<file path="config.mk">
export PLATFORM = sky130hd
export DESIGN_NAME = adc_frame_uart_tx_flat
export DESIGN_NICKNAME = d
export VERILOG_FILES = /design/src/rtl/adc_link_pkg.sv /design/src/rtl/adc_frame_uart_tx_if.sv /design/src/rtl/uart_byte_tx.sv /design/src/rtl/adc_frame_uart_tx.sv /design/src/flat_wrapper.sv
export SDC_FILE = /design/constraint.sdc
export NUM_CORES = 1
export LEC_CHECK = 0
export CAP_MARGIN = 40
export CORE_MARGIN = 2
export CORE_UTILIZATION = 50
export DETAILED_ROUTE_END_ITERATION = 12
export GPL_ROUTABILITY_DRIVEN = 0
export GPL_TIMING_DRIVEN = 0
export PLACE_DENSITY = 0.75
export RECOVER_POWER = 50
export SETUP_SLACK_MARGIN = 0.4
export SLEW_MARGIN = 20
export SYNTH_ARGS = -nofsm -noshare
export SYNTH_HDL_FRONTEND = slang
export SYNTH_SLANG_ARGS = --single-unit
</file>
<file path="constraint.sdc">
create_clock -name clkouta -period 1.8 [get_ports clkouta]
set_input_delay 0.27 -clock clkouta [delete_from_list [all_inputs] [get_ports clkouta]]
set_output_delay 0.27 -clock clkouta [all_outputs]
set_load 0.05 [all_outputs]
</file>
<file path="src/rtl/adc_link_pkg.sv">
// Shared constants and types for the ADC-to-host UART framing link.
package adc_link_pkg;

    localparam logic [7:0] SYNC_BYTE_DEFAULT = 8'hA5;
    localparam int         FRAME_BYTES       = 4;
    localparam int         BITS_PER_BYTE     = 10;

    typedef enum logic [1:0] {
        IDLE = 2'd0,
        SEND = 2'd1,
        DONE = 2'd2
    } seq_state_t;

endpackage

</file>
<file path="src/rtl/adc_frame_uart_tx_if.sv">
// Sample-in / UART-out signal bundle between the ADC side and the framer.
interface adc_frame_uart_tx_if;

    logic [15:0] sample_in;
    logic        sample_rdy;
    logic        tx;
    logic        busy;
    logic        sample_accept;
    logic        frame_done;

    modport master (
        output sample_in,
        output sample_rdy,
        input  tx,
        input  busy,
        input  sample_accept,
        input  frame_done
    );

    modport slave (
        input  sample_in,
        input  sample_rdy,
        output tx,
        output busy,
        output sample_accept,
        output frame_done
    );

endinterface

</file>
<file path="src/rtl/uart_byte_tx.sv">
// 8N1 byte serializer: start bit, 8 data bits LSB first, stop bit.
// o_done is high during the final cycle of the stop bit so the caller can
// strobe the next byte on the same edge, giving back-to-back bytes.
module uart_byte_tx
    import adc_link_pkg::*;
#(
    parameter int CLKS_PER_BIT = 87
) (
    input  logic       clkouta,
    input  logic       rst,
    input  logic [7:0] i_byte,
    input  logic       i_start,
    output logic       o_tx,
    output logic       o_done
);

    localparam int            CW      = (CLKS_PER_BIT > 1) ? $clog2(CLKS_PER_BIT) : 1;
    localparam logic [CW-1:0] CNT_MAX = CW'(CLKS_PER_BIT - 1);

    logic [CW-1:0] r_cnt;
    logic [3:0]    r_bit;
    logic [8:0]    r_shift;
    logic          r_active;
    logic          r_tx;
    logic          w_bit_end;
    logic          w_last;

    assign w_bit_end = (r_cnt == CNT_MAX);
    assign w_last    = r_active && w_bit_end && (r_bit == 4'(BITS_PER_BYTE - 1));

    // Bit timing, shift register and registered line output.
    always_ff @(posedge clkouta) begin
        if (rst) begin
            r_cnt    <= '0;
            r_bit    <= '0;
            r_shift  <= '1;
            r_active <= 1'b0;
            r_tx     <= 1'b1;
        end else if (i_start) begin
            // Start has priority so a new byte can follow the stop bit directly.
            r_cnt    <= '0;
            r_bit    <= '0;
            r_shift  <= {1'b1, i_byte};
            r_active <= 1'b1;
            r_tx     <= 1'b0;
        end else if (r_active) begin
            if (w_bit_end) begin
                r_cnt <= '0;
                if (w_last) begin
                    r_bit    <= '0;
                    r_active <= 1'b0;
                    r_tx     <= 1'b1;
                end else begin
                    r_bit   <= r_bit + 4'd1;
                    r_tx    <= r_shift[0];
                    r_shift <= {1'b1, r_shift[8:1]};
                end
            end else begin
                r_cnt <= r_cnt + 1'b1;
            end
        end
    end

    assign o_tx   = r_tx;
    assign o_done = w_last;

endmodule

</file>
<file path="src/rtl/adc_frame_uart_tx.sv">
// Ships each accepted 16-bit ADC sample as a 4-byte UART frame:
// SYNC, sample[15:8], sample[7:0], sample[15:8]^sample[7:0].
module adc_frame_uart_tx
    import adc_link_pkg::*;
#(
    parameter int         CLKS_PER_BIT = 87,
    parameter logic [7:0] SYNC_BYTE    = SYNC_BYTE_DEFAULT
) (
    input  logic                      clkouta,
    input  logic                      rst,
    adc_frame_uart_tx_if.slave        bus
);

    seq_state_t  r_state;
    seq_state_t  w_state_next;
    logic [1:0]  r_idx;
    logic [1:0]  w_idx_next;
    logic [15:0] r_sample;
    logic        r_accept;
    logic        w_accept;
    logic        w_start;
    logic [1:0]  w_byte_sel;
    logic [7:0]  w_byte;
    logic [7:0]  w_checksum;
    logic        w_tx;
    logic        w_done;

    assign w_checksum = r_sample[15:8] ^ r_sample[7:0];

    // Sequencer next state; the serializer start is issued combinationally so
    // byte 0 begins on the accept edge and later bytes on the previous stop edge.
    always_comb begin
        w_state_next = r_state;
        w_idx_next   = r_idx;
        w_accept     = 1'b0;
        w_start      = 1'b0;
        w_byte_sel   = r_idx + 2'd1;
        case (r_state)
            IDLE: begin
                w_byte_sel = 2'd0;
                if (bus.sample_rdy) begin
                    w_accept     = 1'b1;
                    w_start      = 1'b1;
                    w_idx_next   = 2'd0;
                    w_state_next = SEND;
                end
            end
            SEND: begin
                if (w_done) begin
                    if (r_idx == 2'(FRAME_BYTES - 1)) begin
                        w_idx_next   = 2'd0;
                        w_state_next = DONE;
                    end else begin
                        w_idx_next = r_idx + 2'd1;
                        w_start    = 1'b1;
                    end
                end
            end
            DONE: begin
                w_state_next = IDLE;
            end
            default: begin
                w_state_next = IDLE;
                w_idx_next   = 2'd0;
            end
        endcase
    end

    // Byte mux: selects the byte being handed to the serializer.
    always_comb begin
        w_byte = SYNC_BYTE;
        case (w_byte_sel)
            2'd0:    w_byte = SYNC_BYTE;
            2'd1:    w_byte = r_sample[15:8];
            2'd2:    w_byte = r_sample[7:0];
            default: w_byte = w_checksum;
        endcase
    end

    // Sequencer state, byte index and accept pulse registers.
    always_ff @(posedge clkouta) begin
        if (rst) begin
            r_state  <= IDLE;
            r_idx    <= 2'd0;
            r_accept <= 1'b0;
        end else begin
            r_state  <= w_state_next;
            r_idx    <= w_idx_next;
            r_accept <= w_accept;
        end
    end

    // Sample holding register, loaded only on the accept edge.
    always_ff @(posedge clkouta) begin
        if (rst) begin
            r_sample <= '0;
        end else if (w_accept) begin
            r_sample <= bus.sample_in;
        end
    end

    uart_byte_tx #(
        .CLKS_PER_BIT (CLKS_PER_BIT)
    ) u_byte_tx (
        .clkouta (clkouta),
        .rst     (rst),
        .i_byte  (w_byte),
        .i_start (w_start),
        .o_tx    (w_tx),
        .o_done  (w_done)
    );

    assign bus.tx            = w_tx;
    assign bus.busy          = (r_state != IDLE);
    assign bus.sample_accept = r_accept;
    assign bus.frame_done    = (r_state == DONE);

endmodule

</file>
<file path="src/flat_wrapper.sv">
// flat-port wrapper written by rule: the top's interface ports become plain ports
module adc_frame_uart_tx_flat import adc_link_pkg::*;
#(
    parameter int         CLKS_PER_BIT = 87,
    parameter logic [7:0] SYNC_BYTE    = SYNC_BYTE_DEFAULT
)
  (clkouta, rst, bus_sample_in, bus_sample_rdy, bus_tx, bus_busy, bus_sample_accept, bus_frame_done);
  adc_frame_uart_tx_if bus_i ();
  input  logic clkouta;
  input  logic rst;
  input wire logic [$bits(bus_i.sample_in)-1:0] bus_sample_in;
  input wire logic [$bits(bus_i.sample_rdy)-1:0] bus_sample_rdy;
  output wire logic [$bits(bus_i.tx)-1:0] bus_tx;
  output wire logic [$bits(bus_i.busy)-1:0] bus_busy;
  output wire logic [$bits(bus_i.sample_accept)-1:0] bus_sample_accept;
  output wire logic [$bits(bus_i.frame_done)-1:0] bus_frame_done;
  assign bus_i.sample_in = bus_sample_in;
  assign bus_i.sample_rdy = bus_sample_rdy;
  assign bus_tx = bus_i.tx;
  assign bus_busy = bus_i.busy;
  assign bus_sample_accept = bus_i.sample_accept;
  assign bus_frame_done = bus_i.frame_done;
  adc_frame_uart_tx #(.CLKS_PER_BIT(CLKS_PER_BIT), .SYNC_BYTE(SYNC_BYTE)) u_core (.clkouta(clkouta), .rst(rst), .bus(bus_i));
endmodule
</file>
Word-level counts from Yosys, hierarchy flattened
Cells that the tools add are included.
{ "totals": {"reg_bits": 42, "input_bits": 19, "output_inout_bits": 4, "elab_cells": 67} }
{ "classes": {"n_addsub": 3, "eq_ne": 11, "mux": 29, "bitwise": 2, "reduce_logical": 13} }
{ "op_table": {"columns": ["cell", "count"], "rows": [
  ["8-bit 2-to-1 mux", 4],
  ["8-bit one-hot mux with 3 select lines", 1],
  ["2-bit 2-to-1 mux", 7],
  ["1-bit 2-to-1 mux", 12],
  ["3-bit AND reduction", 3],
  ["8-bit XOR", 1],
  ["7-bit by 1-bit adder with 7-bit output, second input constant", 1],
  ["7-bit == test, second input constant", 1],
  ["7-bit 2-to-1 mux", 1],
  ["2-bit == test, second input constant", 3],
  ["2-bit != test, second input constant", 3],
  ["2-bit one-hot mux with 3 select lines", 1],
  ["2-bit nonzero test", 3],
  ["4-bit by 1-bit adder with 4-bit output, second input constant", 1],
  ["2-bit by 1-bit == test with 1-bit output, second input constant", 2],
  ["4-bit == test, second input constant", 1],
  ["2-bit logical NOT", 2],
  ["4-bit 2-to-1 mux", 1],
  ["2-bit one-hot mux with 2 select lines", 1],
  ["2-bit AND reduction", 2],
  ["2-bit by 1-bit adder with 2-bit output, second input constant", 1],
  ["1-bit logical AND", 2],
  ["2-bit by 1-bit != test with 1-bit output, second input constant", 1],
  ["1-bit one-hot mux with 2 select lines", 1],
  ["2 further kinds", 2]
]} }

Logic depth before layout (Yosys ltp)
{ "depth": {"ltp_word": 7, "ltp_mapped": 8, "ltp_nobuf": 6} }

Cells and area by module
A second synthesis with hierarchy kept.
{ "hier_totals": {"hier_cells": 232, "hier_area_um2": 2025.7} }
{ "by_module_without_submodules": {"columns": ["mod", "n_inst", "cells_each", "area_each_um2", "seq_area_each_um2"], "rows": [
  ["adc_frame_uart_tx", 1, 120, 1063.5, 420.4],
  ["uart_byte_tx", 1, 112, 962.2, 420.4]
]} }

Least setup slack after synthesis
No wires, ideal clock.
{ "synth_timing": {"path_kind": "register -> register", "from": "reg u_core.u_byte_tx.r_bit[1]", "to": "reg u_core.u_byte_tx.r_shift[6]", "setup_ps": 136, "t_arrival_ps": 1638, "required_time_ps": 1664, "slack_ps": 27, "path_stages_with_launch": 9, "path_buffers": 2, "synth_period_minus_slack_ps": 1773, "cell_sequence": "dfxtp_1 > inv_1 > ha_1 > and3b_1 > clkbuf_1 > nor3_1 > buf_2 > mux2i_1 > o221ai_1"} }
{ "synth_via": {"elab_chain_len": 6, "elab_cells_between_ends": 9, "cone_classes": "2 x eq/ne; 3 x mux; 4 x reduce/logical"} }
{ "synth_rtl": {"columns": ["item", "line_no", "source"], "rows": [
  ["start: declaration", "uart_byte_tx.sv:21", "logic [3:0] r_bit;"],
  ["start signal: assignment", "uart_byte_tx.sv:54", "r_bit <= r_bit + 4'd1;"],
  ["4-bit == test *", "uart_byte_tx.sv:29", "assign w_last = r_active && w_bit_end && (r_bit == 4'(BITS_PER_BYTE - 1));"],
  ["1-bit logical AND *", "uart_byte_tx.sv:29", null],
  ["1-bit 2-to-1 mux", "adc_frame_uart_tx.sv:49", "if (w_done) begin"],
  ["1-bit one-hot mux with 2 select lines", "adc_frame_uart_tx.sv:38", "case (r_state)"],
  ["2-bit != test (no line) / 2-bit nonzero test (equally long branches)", null, null],
  ["3-bit AND reduction (no line)", null, null],
  ["end signal: assignment", "uart_byte_tx.sv:43", "r_shift <= {1'b1, i_byte};"],
  ["end signal: assignment", "uart_byte_tx.sv:56", "r_shift <= {1'b1, r_shift[8:1]};"],
  ["end: declaration", "uart_byte_tx.sv:22", "logic [8:0] r_shift;"]
]} }
Mark *: on every way between the ends. The rest lies on a longest branch, timed or not.
A chain may end at the register's enable or synchronous reset.

Final worst setup path
{ "layout_timing": {"from": "reg u_core.u_byte_tx.r_cnt[0]", "to": "reg u_core.u_byte_tx.r_shift[2]"} }
{ "layout_via": {"elab_chain_len": 7, "elab_cells_between_ends": 10, "cone_classes": "2 x eq/ne; 3 x mux; 5 x reduce/logical"} }
{ "layout_rtl": {"columns": ["item", "line_no", "source"], "rows": [
  ["start: declaration", "uart_byte_tx.sv:20", "logic [CW-1:0] r_cnt;"],
  ["start signal: assignment", "uart_byte_tx.sv:59", "r_cnt <= r_cnt + 1'b1;"],
  ["7-bit == test *", "uart_byte_tx.sv:28", "assign w_bit_end = (r_cnt == CNT_MAX);"],
  ["1-bit logical AND (2 in series)", "uart_byte_tx.sv:29", null],
  ["1-bit 2-to-1 mux", "adc_frame_uart_tx.sv:49", null],
  ["1-bit one-hot mux with 2 select lines", "adc_frame_uart_tx.sv:38", null],
  ["2-bit != test (no line) / 2-bit nonzero test (equally long branches)", null, null],
  ["3-bit AND reduction (no line)", null, null]
]} }
Marked as above.

==> impl_metrics.csv <==
group,metric,value,unit
run_status,outcome,"finished, final reports clean",
power,ir_drop,531,uV
cts,hold_buffers,0,
worst_setup_path,path_delay_family,"simple AND/OR/NAND/NOR gates",
synthesis,synth_area_per_cell,8.53,um^2
grt,grt_util_all_layers,23.7,%
cts,cts_root_buf,"clkbuf_8",
grt,grt_antenna_before_repair,0,
finish,drive_gt1_share,30.4,%
floorplanning,dieArea,4570,um^2
worst_setup_path,cp.arrival,1.91,ns
route,vias_per_cell,5.67,
finish,num_antenna_cells,0,
timing,fin_crit_sh,97.3,%
synthesis,ys.warnings.count,0,
finish,final_util,71.0,%
floorplanning,start_util,51.3,%
synthesis,synth_flop_cell,"dfxtp_1",
floorplanning,chipWidth,67.6,um
power,p_int,1350,uW
timing,hold_viol_final,0,
route,wl,5600,um
power,p_comb_share,13.5,%
power,p_total,1880,uW
synthesis,syn_nets,261,
grt,grt_overflow_total,0,
timing,relSlewSlack,59.6,%
floorplanning,die_h,67.6,um
worst_setup_path,worstSetupPathType,"flop to flop",
timing,setup_violations,0,
timing,tightest_slew,0.608,ns
route,routed-via-count,1904,
cts,cts.sinks,42,
timing,rsz0062_at_grt,"true",
timing,min_period,1.75,ns
power,static-leakage-power,0.00108,uW
cts,cts_tree,"yes",
synthesis,synthArstFlopShare,0,%
placed_design,dp_hpwl,3250,um
worst_setup_path,critPathBufInv,2,
power,p_sw,528,uW
floorplanning,ios,23,
worst_setup_path,critPathSlowestCell,"or4_4",
timing,setup_tns,0,ns
route,drc,0,
power,seqPwrFrac,52.9,%
finish,area_delta_synth_final,38.5,%
finish,fin_nets,309,
synthesis,ys_ff_latch,42,
synthesis,synth_area,2020,um^2
timing,slew_viol_final,0,
synthesis,synth_cells,237,
grt,grt_pass1_wl,7910,um
worst_setup_path,endpoint_kind,"flop",
power,power_frac_clock,33.6,%
cts,path_clk_slew,0.09,ns
route,postRouteAntennaNets,0,
route,dr.pass1.iters,4,
power,swShare,28.1,%
timing,clock.fmax,0.571,GHz
synthesis,synth_edf_count,0,
timing,fin_worst_skew,0.0101,ns
worst_setup_path,critPathLaunchType,"flop",
grt,grt_pass1_vias,1615,
job,drv_cap,0,
cts,numCtsBuffers,5,
floorplanning,coreArea,3940,um^2
worst_setup_path,required,1.96,ns
route,wire_per_inst,16.7,um
synthesis,ys_seq_area_share,41.6,%
cts,clock_latency,0.31,ns
synthesis,netlist-cell-type-count,41,
grt,grt_max_degree,15,
worst_setup_path,cpPeakStageDelay,0.55,ns
cts,htreeDepth,2,
floorplanning,std_cell_rows,23,
placed_design,port_buffers,22,
route,drtIter0Drc,147,
cts,cts_buffer_depth,2,
hold_path,hp-class,"flop to flop",
worst_setup_path,cp_max_fo,6,
worst_setup_path,worstPathCellList,"inv_2 -> ha_4 -> nand2b_4 -> or4_4 -> buf_8 -> nor3_4 -> a22oi_1",
power,p_per_area,671,nW/um^2
-- state kept, by name, indices dropped and copies added (netlist names) --
signal / flops
u_core.r_idx: 2
u_core.bus.sample_accept: 1
u_core.u_byte_tx.r_shift: 8
u_core.u_byte_tx.r_cnt: 7
u_core.u_byte_tx.o_tx: 1
u_core.r_sample: 16
u_core.u_byte_tx.r_bit: 4
u_core.r_state: 2
u_core.u_byte_tx.r_active: 1
-- cells in the final DEF (no fill, tap or decap), types with 4 or more instances in the layout --
cell             count
clkbuf_8             6
buf_6                4
o21a_1               8
dfxtp_1             31
dfxtp_4              5
buf_4               19
nand2_1             44
mux2i_1              9
nor2_1               6
nand2b_1             8
xnor2_1              6
clkdlybuf4s50_1     18
nor4_1               4
o22ai_1              4
a21oi_2              4
a22oi_1              4
a21oi_1             18
clkbuf_2             6
dfxtp_2              6
nand3_1              7
-- path summary, 6_finish.rpt --
path,start,end,slack (ns),cells after the start
setup / recovery,u_core.u_byte_tx.r_cnt[0],u_core.u_byte_tx.r_shift[2],0.05,7
hold / removal,u_core.r_sample[9],u_core.r_sample[9],0.46,2
setup reg to reg,u_core.u_byte_tx.r_cnt[0],u_core.u_byte_tx.r_shift[2],0.05,7
hold reg to reg,u_core.r_sample[9],u_core.r_sample[9],0.46,2
-- final cells by class --
cell class / count / area, um^2
well taps: 50 / 62.6
flip-flops and latches: 42 / 867
multi-input cells: 177 / 1310
fillers: 294 / 1140
repair buffers: 41 / 350
clock buffers: 5 / 68.8
inverters: 5 / 18.8
clock inverters: 3 / 21.3
plain buffers: 13 / 100
-- worst reg2reg max path: stages (launching register included) --
cell and delay [ns]:
dfxtp_2 0.33, inv_2 0.07, ha_4 0.15, nand2b_4 0.07, or4_4 0.55, buf_8 0.16
nor3_4 0.20, a22oi_1 0.10
-- synth_stat cells (3+ instances only) --
cell type / count / area [um^2]
a22oi_1: 5 / 37.5
nor4_1: 7 / 43.8
nand2_1: 47 / 176
mux2i_1: 9 / 90.1
nor3_1: 6 / 30.0
o21a_1: 8 / 60.1
a21oi_1: 21 / 105
ha_1: 5 / 62.6
dfxtp_1: 42 / 841
nand3_1: 8 / 40.0
clkbuf_1: 11 / 41.3
xnor2_1: 6 / 52.6
nand2b_1: 9 / 56.3
xor2_1: 3 / 26.3
o221ai_1: 4 / 35.0
o22ai_1: 4 / 25.0
inv_1: 5 / 18.8
nor2_1: 10 / 37.5
-- through the flow --
step / cell area [um^2] / hold slack, ns / cells / worst slack, ns
6_report: 2800 / 0.458 / 336 / 0.0494
3_5_place_dp: 2350 / 0.447 / 309 / -0.395
4_1_cts: 2630 / 0.458 / 327 / 0.0956
3_3_place_gp: 2350 / 0.444 / 309 / -0.330
5_1_grt: 2800 / 0.469 / 336 / -0.0327
2_1_floorplan: 2060 / 0.406 / 237 / 0.155
-- what timing repair did --
| action | 4_1_cts | 5_1_grt |
|---|---|---|
| gates cloned | 1 | 0 |
| buffers inserted | 9 | 9 |
| resized for setup | 53 | 35 |
| endpoints found under the setup margin | 43 | 40 |
| pin swaps | 6 | 8 |
-- power groups by stage --
stage	Clock, uW	Sequential, uW	Combinational [uW]
2_1_floorplan	0	1020	118
3_3_place_gp	0	1010	206
3_5_place_dp	0	1020	211
4_1_cts	635	990	229
5_1_grt	665	998	273
6_report	631	994	253
-- cells by family after synthesis --
kind of cell	Yosys count	share of synthesized area (%)
AOI/OAI and AO/OA	51	16.4
and+or+nand+nor	103	26.8
adders and majority gates	5	3.09
DFF	42	41.6
buffers and inverters	18	3.77
xor gates and xnor gates	9	3.90
muxes	9	4.46
-- layer usage --
metal | part of all wire, % | GRT usage (%) | routed length (um) | vias to the layer above
met4 | 2.9 | 8.42 | 165 | 0
met3 | 3.9 | 4.00 | 216 | 17
met5 | 0 | 0 | 0 | -
met1 | 45 | 31.9 | 2490 | 894
li1 | - | - | - | 933
met2 | 49 | 38.2 | 2730 | 60
Power figures use the tool's default switching activity.
